## src/rtl/mips_pkg.sv

```systemverilog
// Shared definitions for the MIPS memory stage: load/store opcodes and the
// bus-master state type.
package mips_pkg;

  localparam logic [5:0] OP_LB  = 6'h20;
  localparam logic [5:0] OP_LH  = 6'h21;
  localparam logic [5:0] OP_LWL = 6'h22;
  localparam logic [5:0] OP_LW  = 6'h23;
  localparam logic [5:0] OP_LBU = 6'h24;
  localparam logic [5:0] OP_LHU = 6'h25;
  localparam logic [5:0] OP_LWR = 6'h26;
  localparam logic [5:0] OP_SB  = 6'h28;
  localparam logic [5:0] OP_SH  = 6'h29;
  localparam logic [5:0] OP_SW  = 6'h2B;

  typedef enum logic [1:0] {
    IDLE  = 2'd0,
    ISSUE = 2'd1,
    DONE  = 2'd2
  } mem_state_t;

  function automatic logic [31:0] word_align(input logic [31:0] addr);
    return {addr[31:2], 2'b00};
  endfunction

endpackage

```

## src/rtl/mem_lane_decoder.sv

```systemverilog
// Combinational lane decoder: maps opcode and the low address bits to the
// little-endian byte enables and lane-replicated store data.
module mem_lane_decoder
  import mips_pkg::*;
(
  input  logic [5:0]  i_op,
  input  logic [1:0]  i_addr_lo,
  input  logic [31:0] i_rt,
  output logic [3:0]  o_byteenable,
  output logic [31:0] o_writedata,
  output logic        o_is_load,
  output logic        o_is_store
);

  always_comb begin
    // NOTE: every output gets a default before the case so no path can infer a latch.
    o_byteenable = 4'b1111;
    o_writedata  = i_rt;
    o_is_load    = 1'b0;
    o_is_store   = 1'b0;
    unique case (i_op)
      OP_LB, OP_LBU: begin
        o_byteenable = 4'b0001 << i_addr_lo;
        o_is_load    = 1'b1;
      end
      OP_SB: begin
        o_byteenable = 4'b0001 << i_addr_lo;
        o_writedata  = {4{i_rt[7:0]}};
        o_is_store   = 1'b1;
      end
      OP_LH, OP_LHU: begin
        o_byteenable = i_addr_lo[1] ? 4'b1100 : 4'b0011;
        o_is_load    = 1'b1;
      end
      OP_SH: begin
        o_byteenable = i_addr_lo[1] ? 4'b1100 : 4'b0011;
        o_writedata  = {2{i_rt[15:0]}};
        o_is_store   = 1'b1;
      end
      OP_LW:  o_is_load  = 1'b1;
      OP_SW:  o_is_store = 1'b1;
      OP_LWL: begin
        o_is_load = 1'b1;
        unique case (i_addr_lo)
          2'd0:    o_byteenable = 4'b0001;
          2'd1:    o_byteenable = 4'b0011;
          2'd2:    o_byteenable = 4'b0111;
          default: o_byteenable = 4'b1111;
        endcase
      end
      OP_LWR: begin
        o_is_load = 1'b1;
        unique case (i_addr_lo)
          2'd0:    o_byteenable = 4'b1111;
          2'd1:    o_byteenable = 4'b1110;
          2'd2:    o_byteenable = 4'b1100;
          default: o_byteenable = 4'b1000;
        endcase
      end
      default: ;
    endcase
  end

endmodule

```

## src/rtl/memory_access_unit.sv

```systemverilog
// MEM-stage Avalon-MM master: one bus access per load/store, pipeline stall
// while the access is outstanding, sticky watchdog on a hung slave.
module memory_access_unit
  import mips_pkg::*;
#(
  parameter int MAX_WAIT = 255
) (
  input  logic        clk,
  input  logic        reset,
  input  logic        mem_read_memory,
  input  logic        mem_write_memory,
  input  logic [5:0]  op_memory,
  input  logic [31:0] ALU_output_memory,
  input  logic [31:0] write_data_memory,
  output logic [31:0] avm_address,
  output logic        avm_read,
  output logic        avm_write,
  output logic [31:0] avm_writedata,
  output logic [3:0]  avm_byteenable,
  input  logic        avm_waitrequest,
  input  logic [31:0] avm_readdata,
  output logic [31:0] read_data_memory,
  output logic [3:0]  byteenable_memory,
  output logic        stall_memory,
  output logic        bus_error
);

  localparam int                CNT_W     = $clog2(MAX_WAIT + 1);
  localparam logic [CNT_W-1:0]  WAIT_LAST = CNT_W'(MAX_WAIT - 1);

  mem_state_t        r_state;
  logic [CNT_W-1:0]  r_wait_cnt;
  logic              r_bus_error;
  logic [31:0]       r_avm_address;
  logic              r_avm_read;
  logic              r_avm_write;
  logic [31:0]       r_avm_writedata;
  logic [3:0]        r_avm_byteenable;
  logic [31:0]       r_read_data;
  logic [3:0]        r_byteenable;

  logic              w_req;
  logic [3:0]        w_lane_be;
  logic [31:0]       w_lane_wdata;
  logic              w_is_load;
  logic              w_is_store;

  assign w_req = mem_read_memory | mem_write_memory;

  mem_lane_decoder u_lane_decoder (
    .i_op         (op_memory),
    .i_addr_lo    (ALU_output_memory[1:0]),
    .i_rt         (write_data_memory),
    .o_byteenable (w_lane_be),
    .o_writedata  (w_lane_wdata),
    .o_is_load    (w_is_load),
    .o_is_store   (w_is_store)
  );

  // NOTE: sequential state uses non-blocking assignments only; the async reset
  // clears every register, so an in-flight request drops the instant reset falls.
  always_ff @(posedge clk or negedge reset) begin
    if (!reset) begin
      r_state          <= IDLE;
      r_wait_cnt       <= '0;
      r_bus_error      <= 1'b0;
      r_avm_address    <= '0;
      r_avm_read       <= 1'b0;
      r_avm_write      <= 1'b0;
      r_avm_writedata  <= '0;
      r_avm_byteenable <= '0;
      r_read_data      <= '0;
      r_byteenable     <= '0;
    end else begin
      unique case (r_state)
        IDLE: begin
          // A tripped watchdog blocks all further traffic until reset.
          if (w_req && !r_bus_error) begin
            r_avm_address    <= word_align(ALU_output_memory);
            r_avm_write      <= mem_write_memory;
            r_avm_read       <= mem_read_memory & ~mem_write_memory;
            r_avm_writedata  <= w_is_store ? w_lane_wdata : '0;
            r_avm_byteenable <= (w_is_load | w_is_store) ? w_lane_be : '0;
            r_wait_cnt       <= '0;
            r_state          <= ISSUE;
          end else begin
            r_avm_read  <= 1'b0;
            r_avm_write <= 1'b0;
          end
        end
        ISSUE: begin
          if (avm_waitrequest) begin
            if (r_wait_cnt == WAIT_LAST) begin
              r_bus_error <= 1'b1;
              r_avm_read  <= 1'b0;
              r_avm_write <= 1'b0;
              r_wait_cnt  <= '0;
              r_state     <= IDLE;
            end else begin
              r_wait_cnt <= r_wait_cnt + 1'b1;
            end
          end else begin
            r_read_data  <= r_avm_read ? avm_readdata : '0;
            r_byteenable <= r_avm_byteenable;
            r_avm_read   <= 1'b0;
            r_avm_write  <= 1'b0;
            r_wait_cnt   <= '0;
            r_state      <= DONE;
          end
        end
        DONE:    r_state <= IDLE;
        default: r_state <= IDLE;
      endcase
    end
  end

  // DONE is the one cycle in which EX/MEM still holds the finished instruction
  // but the pipeline is allowed to advance past it.
  assign stall_memory = ((r_state == IDLE) && w_req) || (r_state == ISSUE) || r_bus_error;

  assign avm_address       = r_avm_address;
  assign avm_read          = r_avm_read;
  assign avm_write         = r_avm_write;
  assign avm_writedata     = r_avm_writedata;
  assign avm_byteenable    = r_avm_byteenable;
  assign read_data_memory  = r_read_data;
  assign byteenable_memory = r_byteenable;
  assign bus_error         = r_bus_error;

endmodule
```

## config.mk

```make
export PLATFORM = sky130hd
export DESIGN_NAME = memory_access_unit
export DESIGN_NICKNAME = d
export VERILOG_FILES = /design/src/rtl/mips_pkg.sv /design/src/rtl/mem_lane_decoder.sv /design/src/rtl/memory_access_unit.sv
export SDC_FILE = /design/constraint.sdc
export NUM_CORES = 1
export LEC_CHECK = 0
export ABC_CLOCK_PERIOD_IN_PS = 1850
export CAP_MARGIN = 0
export CORE_MARGIN = 2
export CORE_UTILIZATION = 35
export CTS_CLUSTER_DIAMETER = 50
export DETAILED_ROUTE_END_ITERATION = 8
export GPL_ROUTABILITY_DRIVEN = 0
export PLACE_DENSITY = 0.68
export SYNTH_ARGS = -nofsm -noshare
export SYNTH_HDL_FRONTEND = slang
export SYNTH_SLANG_ARGS = --single-unit
```

## constraint.sdc

```tcl
create_clock -name clk -period 1.85 [get_ports clk]
set_clock_uncertainty 0.05 [all_clocks]
set_input_delay 0.555 -clock clk [delete_from_list [all_inputs] [get_ports clk]]
set_output_delay 0.555 -clock clk [all_outputs]
set_load 0.005 [all_outputs]
```

==> out/results.ini, run 1 <==
[status]
status=finished clean

[synth]
yosys.cell_types.count=47
syn_inst=523
yosysWarningCount=0
synth_seq_cells=115
synthesis.area_sq_um=4965
avgSynthCellArea_sq_um=9.493
synth_edf_count=0
ys.flop_type=dfrtp_1
seq_area_frac_synth_pct=57.96
synthArstFlopShare_pct=100.0

[critical_path]
slowest_stage=or3_2
worstPathMaxFanout=65
cp-end-kind=flip-flop
cp_num_buf_inv=2
crit_chain=clkdlybuf4s50_1 > or3_2 > buf_12 > o21ai_0
cp.depth=4
reg2reg_slack_ns=0.08
max_stage_delay_ns=0.60
r2r_cells=6
arrival_ns=2.06
cp-start-kind=input port
critPathRequiredTime_ns=2.12
crit_family=buffers and inverters
crit_type=in2reg

[placement]
dp.cells=918
dpl.hpwl_microns=10950
placed_cell_area_sq_um=7553
portBuffers=212

[sta]
hold_viol=0
drv_slew=0
max_freq_mhz=558.6
period_share_pct=96.77
min_period_ns=1.790
finalSetupViolCount=0
grt_setup_unrepaired=false

[die]
die_h_microns=123.1
design.die.area_sq_um=15150
core_area_sq_um=13880
core.rowCount=43
start_util_pct=35.77
die_x_microns=123.1
pin_count=215

[global_routing]
use_met3_pct=5.120
grt_usage_pct=19.78
busiest_layer=met2
grt_overflow=0
met1_usage_pct=24.87
grt_pass1_wl_microns=23040
antenna_found_initial=0
use_met2_pct=32.46
grt_pass1_vias=4507
grt_max_degree=66

[cells_and_area]
final_cell_mix=187 x nand2_1, 114 x dfrtp_1, 107 x dlygate4sd2_1
antennaDiodeCount=0
drive_gt1_share_pct=12.24
multi_input_area_sq_um=1918
final_common_cell=nand2_1
finalNonFillerCells=956
seq_area_sq_um=2879
final_cell_area_sq_um=8108
fillers=1229
final_util_pct=58.41
area_growth_pct=63.31
nets=872

[clock_network]
cts_max_level=4
root_buffer=clkbuf_16
tritoncts=done
clockBufferDepth=2
clk-insertion-delay-late_ns=0.41
clk_pin_slew_ns=0.06
hold_buffers=0
cts.sinks=115
cts_buffers=17

[route]
wl_per_cell_microns=15.39
dr.pass1.iters=4
final_antenna_net_count=0
routed_wirelength_microns=14710
vias_per_cell=4.771
drt_iter0_drc=217
vias=4561
route.detailed.drc=0

[power_and_ir_drop]
p_sw_mw=3.123
ir_drop_v=0.0008089
p_int_mw=7.058
pwr-share-clk_pct=33.9
power_mw=10.18
power_frac_seq_pct=35.4
p_comb_share_pct=30.7
p_leak_nw=4.116
switching_share_pct=30.68
powerDensity_nw_per_um2=1256

[worst_hold_path]
min_path_type=in2async

[flow_run]
cap_violations=0

==> Yosys cell counts, drive strengths merged (7+ instances only) <==
master | number | area share [%]
nand2 | 187 | 14
mux2i | 9 | 1.8
o211ai | 8 | 1.2
a21o | 9 | 1.4
a22o | 9 | 1.6
nor3 | 7 | 0.81
a21oi | 7 | 0.71
o21ai | 60 | 6.0
buf | 16 | 1.9
nor2 | 20 | 1.6
inv | 8 | 0.60
dfrtp | 115 | 58
clkbuf | 18 | 1.4
==> stage by stage <==
| step | worst slack (ns) | hold slack, ns | setup TNS (ns) |
|---|---|---|---|
| finish | 0.05968 | 0.02018 | 0 |
| floorplan | 0.1686 | 0.2094 | 0 |
| detailed placement | -0.5629 | 0.4115 | -45.61 |
| CTS | -0.05872 | 0.02542 | -0.05872 |
| global placement | -0.5490 | 0.4092 | -42.89 |
| global route | 0.001010 | 0.03397 | 0 |
==> state kept, by name (all words and copies together), names as in the netlist <==
register	count
avm_writedata	32
read_data_memory	32
avm_address	30
r_wait_cnt	8
avm_byteenable	4
byteenable_memory	4
r_state	2
avm_read	1
avm_write	1
bus_error	1
==> worst paths after layout <==
check,start,end
max in group asynchronous,reset,avm_address[13]
worst max-delay path,avm_waitrequest,read_data_memory[9]
worst max register to register,r_state[1],avm_writedata[10]
worst min-delay path,reset,read_data_memory[14]
min in group clk,avm_address[21],avm_address[21]
worst min register to register,avm_address[21],avm_address[21]
==> timing repair <==
action | CTS | global route
pin swaps | 1 | 5
setup endpoints to repair | 170 | 63
gates resized for setup | 109 | 18
setup buffers | 4 | 2
==> power by group through the flow <==
stage	Clock, mW	Sequential [mW]	Combinational (mW)
after floorplan	0	3.66	1.30
after detailed placement	0	3.67	3.57
after global placement	0	3.64	3.48
after CTS	3.50	3.60	3.17
final	3.45	3.60	3.13
after global routing	3.64	3.68	3.50
==> kinds of logic after synthesis <==
family,after synthesis,synth area share (%)
XOR/XNOR,1,0.1764
buffers and inverters,42,3.906
AO/OA/AOI/OAI,115,14.79
flip-flops,115,57.96
other,1,0.07553
AND/OR/NAND/NOR,233,19.63
multiplexers,14,2.949
adder cells (fa/ha/maj),2,0.5040
==> layout make-up <==
cell class,count,share of cell area [%]
clock buffer,18,5.417
multi-input combinational,367,23.66
clock inverter,14,2.284
sequential,115,35.51
timing repair buffer,254,29.98
tap,180,2.778
inverter,8,0.3704
==> layer usage <==
layer,routed length (microns),vias up,share of wire [%]
met3,925,19,6.3
met4,306,0,2.1
met2,7135,145,49
met5,0,-,0
met1,6342,2169,43
li1,-,2228,-
Power figures use the tool's default switching activity.
==> inputs of run 2 (changes only) <==
--- a/config.mk
+++ b/config.mk
@@ -12,7 +12,9 @@
 export CTS_CLUSTER_DIAMETER = 50
 export DETAILED_ROUTE_END_ITERATION = 8
 export GPL_ROUTABILITY_DRIVEN = 0
+export HOLD_SLACK_MARGIN = 0.12
 export PLACE_DENSITY = 0.68
+export SLEW_MARGIN = 10
 export SYNTH_ARGS = -nofsm -noshare
 export SYNTH_HDL_FRONTEND = slang
 export SYNTH_SLANG_ARGS = --single-unit
==> run 2 against run 1 <==
Total power about the same. Critical path depth is the same. First-iteration DRC count decreased by 1.4%. Cell area up 0.12%. Global-route usage did not move. Die area unchanged. Critical endpoint unchanged. Sequential share of layout area about the same. Highest routed layer unchanged. Worst setup slack is essentially flat. Cell count up 0.10%. Largest power group unchanged. Sequential power is essentially flat.
==> out/results.ini, run 2 (same netlist as run 1, synthesis figures left out) <==
[clock_network]
tritoncts=done
clk_pin_slew_ns=0.06  ; about the same
cts.sinks=115  ; unchanged
clockBufferDepth=2  ; unchanged
clk-insertion-delay-late_ns=0.41  ; about the same
cts_buffers=17  ; unchanged
root_buffer=clkbuf_16
cts_max_level=4  ; unchanged

[power_and_ir_drop]
ir_drop_v=0.0008094  ; about the same
p_leak_nw=4.120  ; +0.10%
powerDensity_nw_per_um2=1255  ; about the same

[route]
routed_wirelength_microns=14720  ; +0.10%
vias=4560  ; -0.022%
vias_per_cell=4.765  ; -0.13%
final_antenna_net_count=0  ; unchanged
dr.pass1.iters=4  ; unchanged
route.detailed.drc=0  ; unchanged
drt_iter0_drc=214  ; -1.4%
wl_per_cell_microns=15.39  ; about the same

[cells_and_area]
antennaDiodeCount=0  ; unchanged
drive_gt1_share_pct=12.23  ; -0.016 points
final_common_cell=nand2_1
fillers=1229  ; unchanged
final_util_pct=58.48  ; +0.072 points
nets=873  ; +0.11%
final_cell_area_sq_um=8118  ; +0.12%
final_cell_mix=187 x nand2_1, 114 x dfrtp_1, 107 x dlygate4sd2_1
area_growth_pct=63.51

[global_routing]
antenna_found_initial=0  ; unchanged
grt_overflow=0  ; unchanged
grt_pass1_vias=4507  ; unchanged
grt_pass1_wl_microns=23040  ; unchanged
grt_usage_pct=19.78  ; unchanged
grt_max_degree=66  ; unchanged

[worst_hold_path]
min_path_type=reg2reg
min-delay-start=avm_address[21]
min_to=avm_address[21]
hold_path_depth=2

[die]
core.rowCount=43  ; unchanged
start_util_pct=35.77  ; unchanged
pin_count=215  ; unchanged
die_x_microns=123.1  ; unchanged
design.die.area_sq_um=15150  ; unchanged
core_area_sq_um=13880  ; unchanged
die_h_microns=123.1  ; unchanged

[critical_path]
r2r_cells=6  ; unchanged
crit_chain=clkdlybuf4s50_1 > or3_2 > buf_12 > o21ai_0
reg2reg_to=avm_writedata[10]
cp-end-kind=flip-flop
arrival_ns=2.06  ; about the same
max_stage_delay_ns=0.60  ; about the same
worstReg2RegStart=r_state[1]
worstPathMaxFanout=65  ; unchanged
cp-start-kind=input port
critPathRequiredTime_ns=2.12  ; about the same
reg2reg_slack_ns=0.09  ; about the same
crit_type=in2reg
cp.depth=4  ; unchanged
cp_num_buf_inv=2  ; unchanged
slowest_stage=or3_2
crit_family=buffers and inverters

[flow_run]
cap_violations=0  ; unchanged

[placement]
portBuffers=212  ; unchanged
placed_cell_area_sq_um=7553  ; unchanged
dpl.hpwl_microns=10950  ; unchanged

[sta]
finalSetupViolCount=0  ; unchanged
fin_tns_setup_ns=0  ; unchanged
grt_setup_unrepaired=false
max_freq_mhz=558.4  ; about the same
timing.hold.ws_ns=0.4174  ; +0.3972 ns
period_share_pct=96.80  ; about the same
hold_viol=0  ; unchanged
min_period_ns=1.791  ; +0.0004558 ns
drv_slew=0  ; unchanged

[status]
status=finished clean

-- run 2: cell types whose count changed in the layout (fill, tap and decap cells not counted), sizes merged --
| cell | delta |
|---|---|
| dlygate4sd3 | +1 |
-- run 2: area by class of cell --
class / count / area, sq um / area share [%]
Timing Repair Buffer: 255 / 2441 / 30.07
Inverter: 8 / 30.03 / 0.3699
Clock inverter: 14 / 185.2 / 2.281
Multi-Input combinational cell: 367 / 1918 / 23.63
Sequential cell: 115 / 2879 / 35.47
Tap cell: 180 / 225.2 / 2.774
Clock buffer: 18 / 439.2 / 5.410
-- run 2: worst max-delay path by stage --
stage                    startpoint                   end
finish              avm_waitrequest   read_data_memory[9]
global route             r_state[0]  read_data_memory[26]
CTS                      r_state[0]          stall_memory
detailed placement  mem_read_memory          stall_memory
global placement    mem_read_memory          stall_memory
floorplan              op_memory[4]     avm_writedata[20]
-- run 2: per-layer routing --
metal  share of wire [%]  GRT usage (%)
met5                   0              0
met2                  48          32.46
met1                  43          24.87
met4                 2.1          8.168
met3                 6.4          5.120
-- run 2: power breakdown --
part           total [mW]  internal [mW]  switching [mW]
clock                3.45           2.28            1.17
sequential           3.60           3.21           0.388
combinational        3.13           1.57            1.57
-- run 2: timing repair --
action | CTS | global route
pin swaps | 1 | 5
setup endpoints to repair | 170 | 63
hold buffers | 1 | 0
hold endpoints to repair | 22 | 0
setup buffers | 4 | 2
resized for setup | 109 | 18
-- run 2: worst register-to-register path: cells and delay by family (launching register included) --
family	cells	cell delay, ns
flops	1	0.45
compound gates	2	0.33
buf+inv	3	0.52
simple gates	1	0.33
-- run 2: stage by stage --
| step | setup slack (ns) | total power [mW] | std cells |
|---|---|---|---|
| after floorplan | 0.1686 | 4.965 | 524 |
| after global placement | -0.5490 | 7.118 | 918 |
| after detailed placement | -0.5629 | 7.242 | 918 |
| after CTS | -0.05872 | 10.28 | 955 |
| after global routing | 0.001010 | 10.82 | 957 |
| final | 0.05922 | 10.19 | 957 |
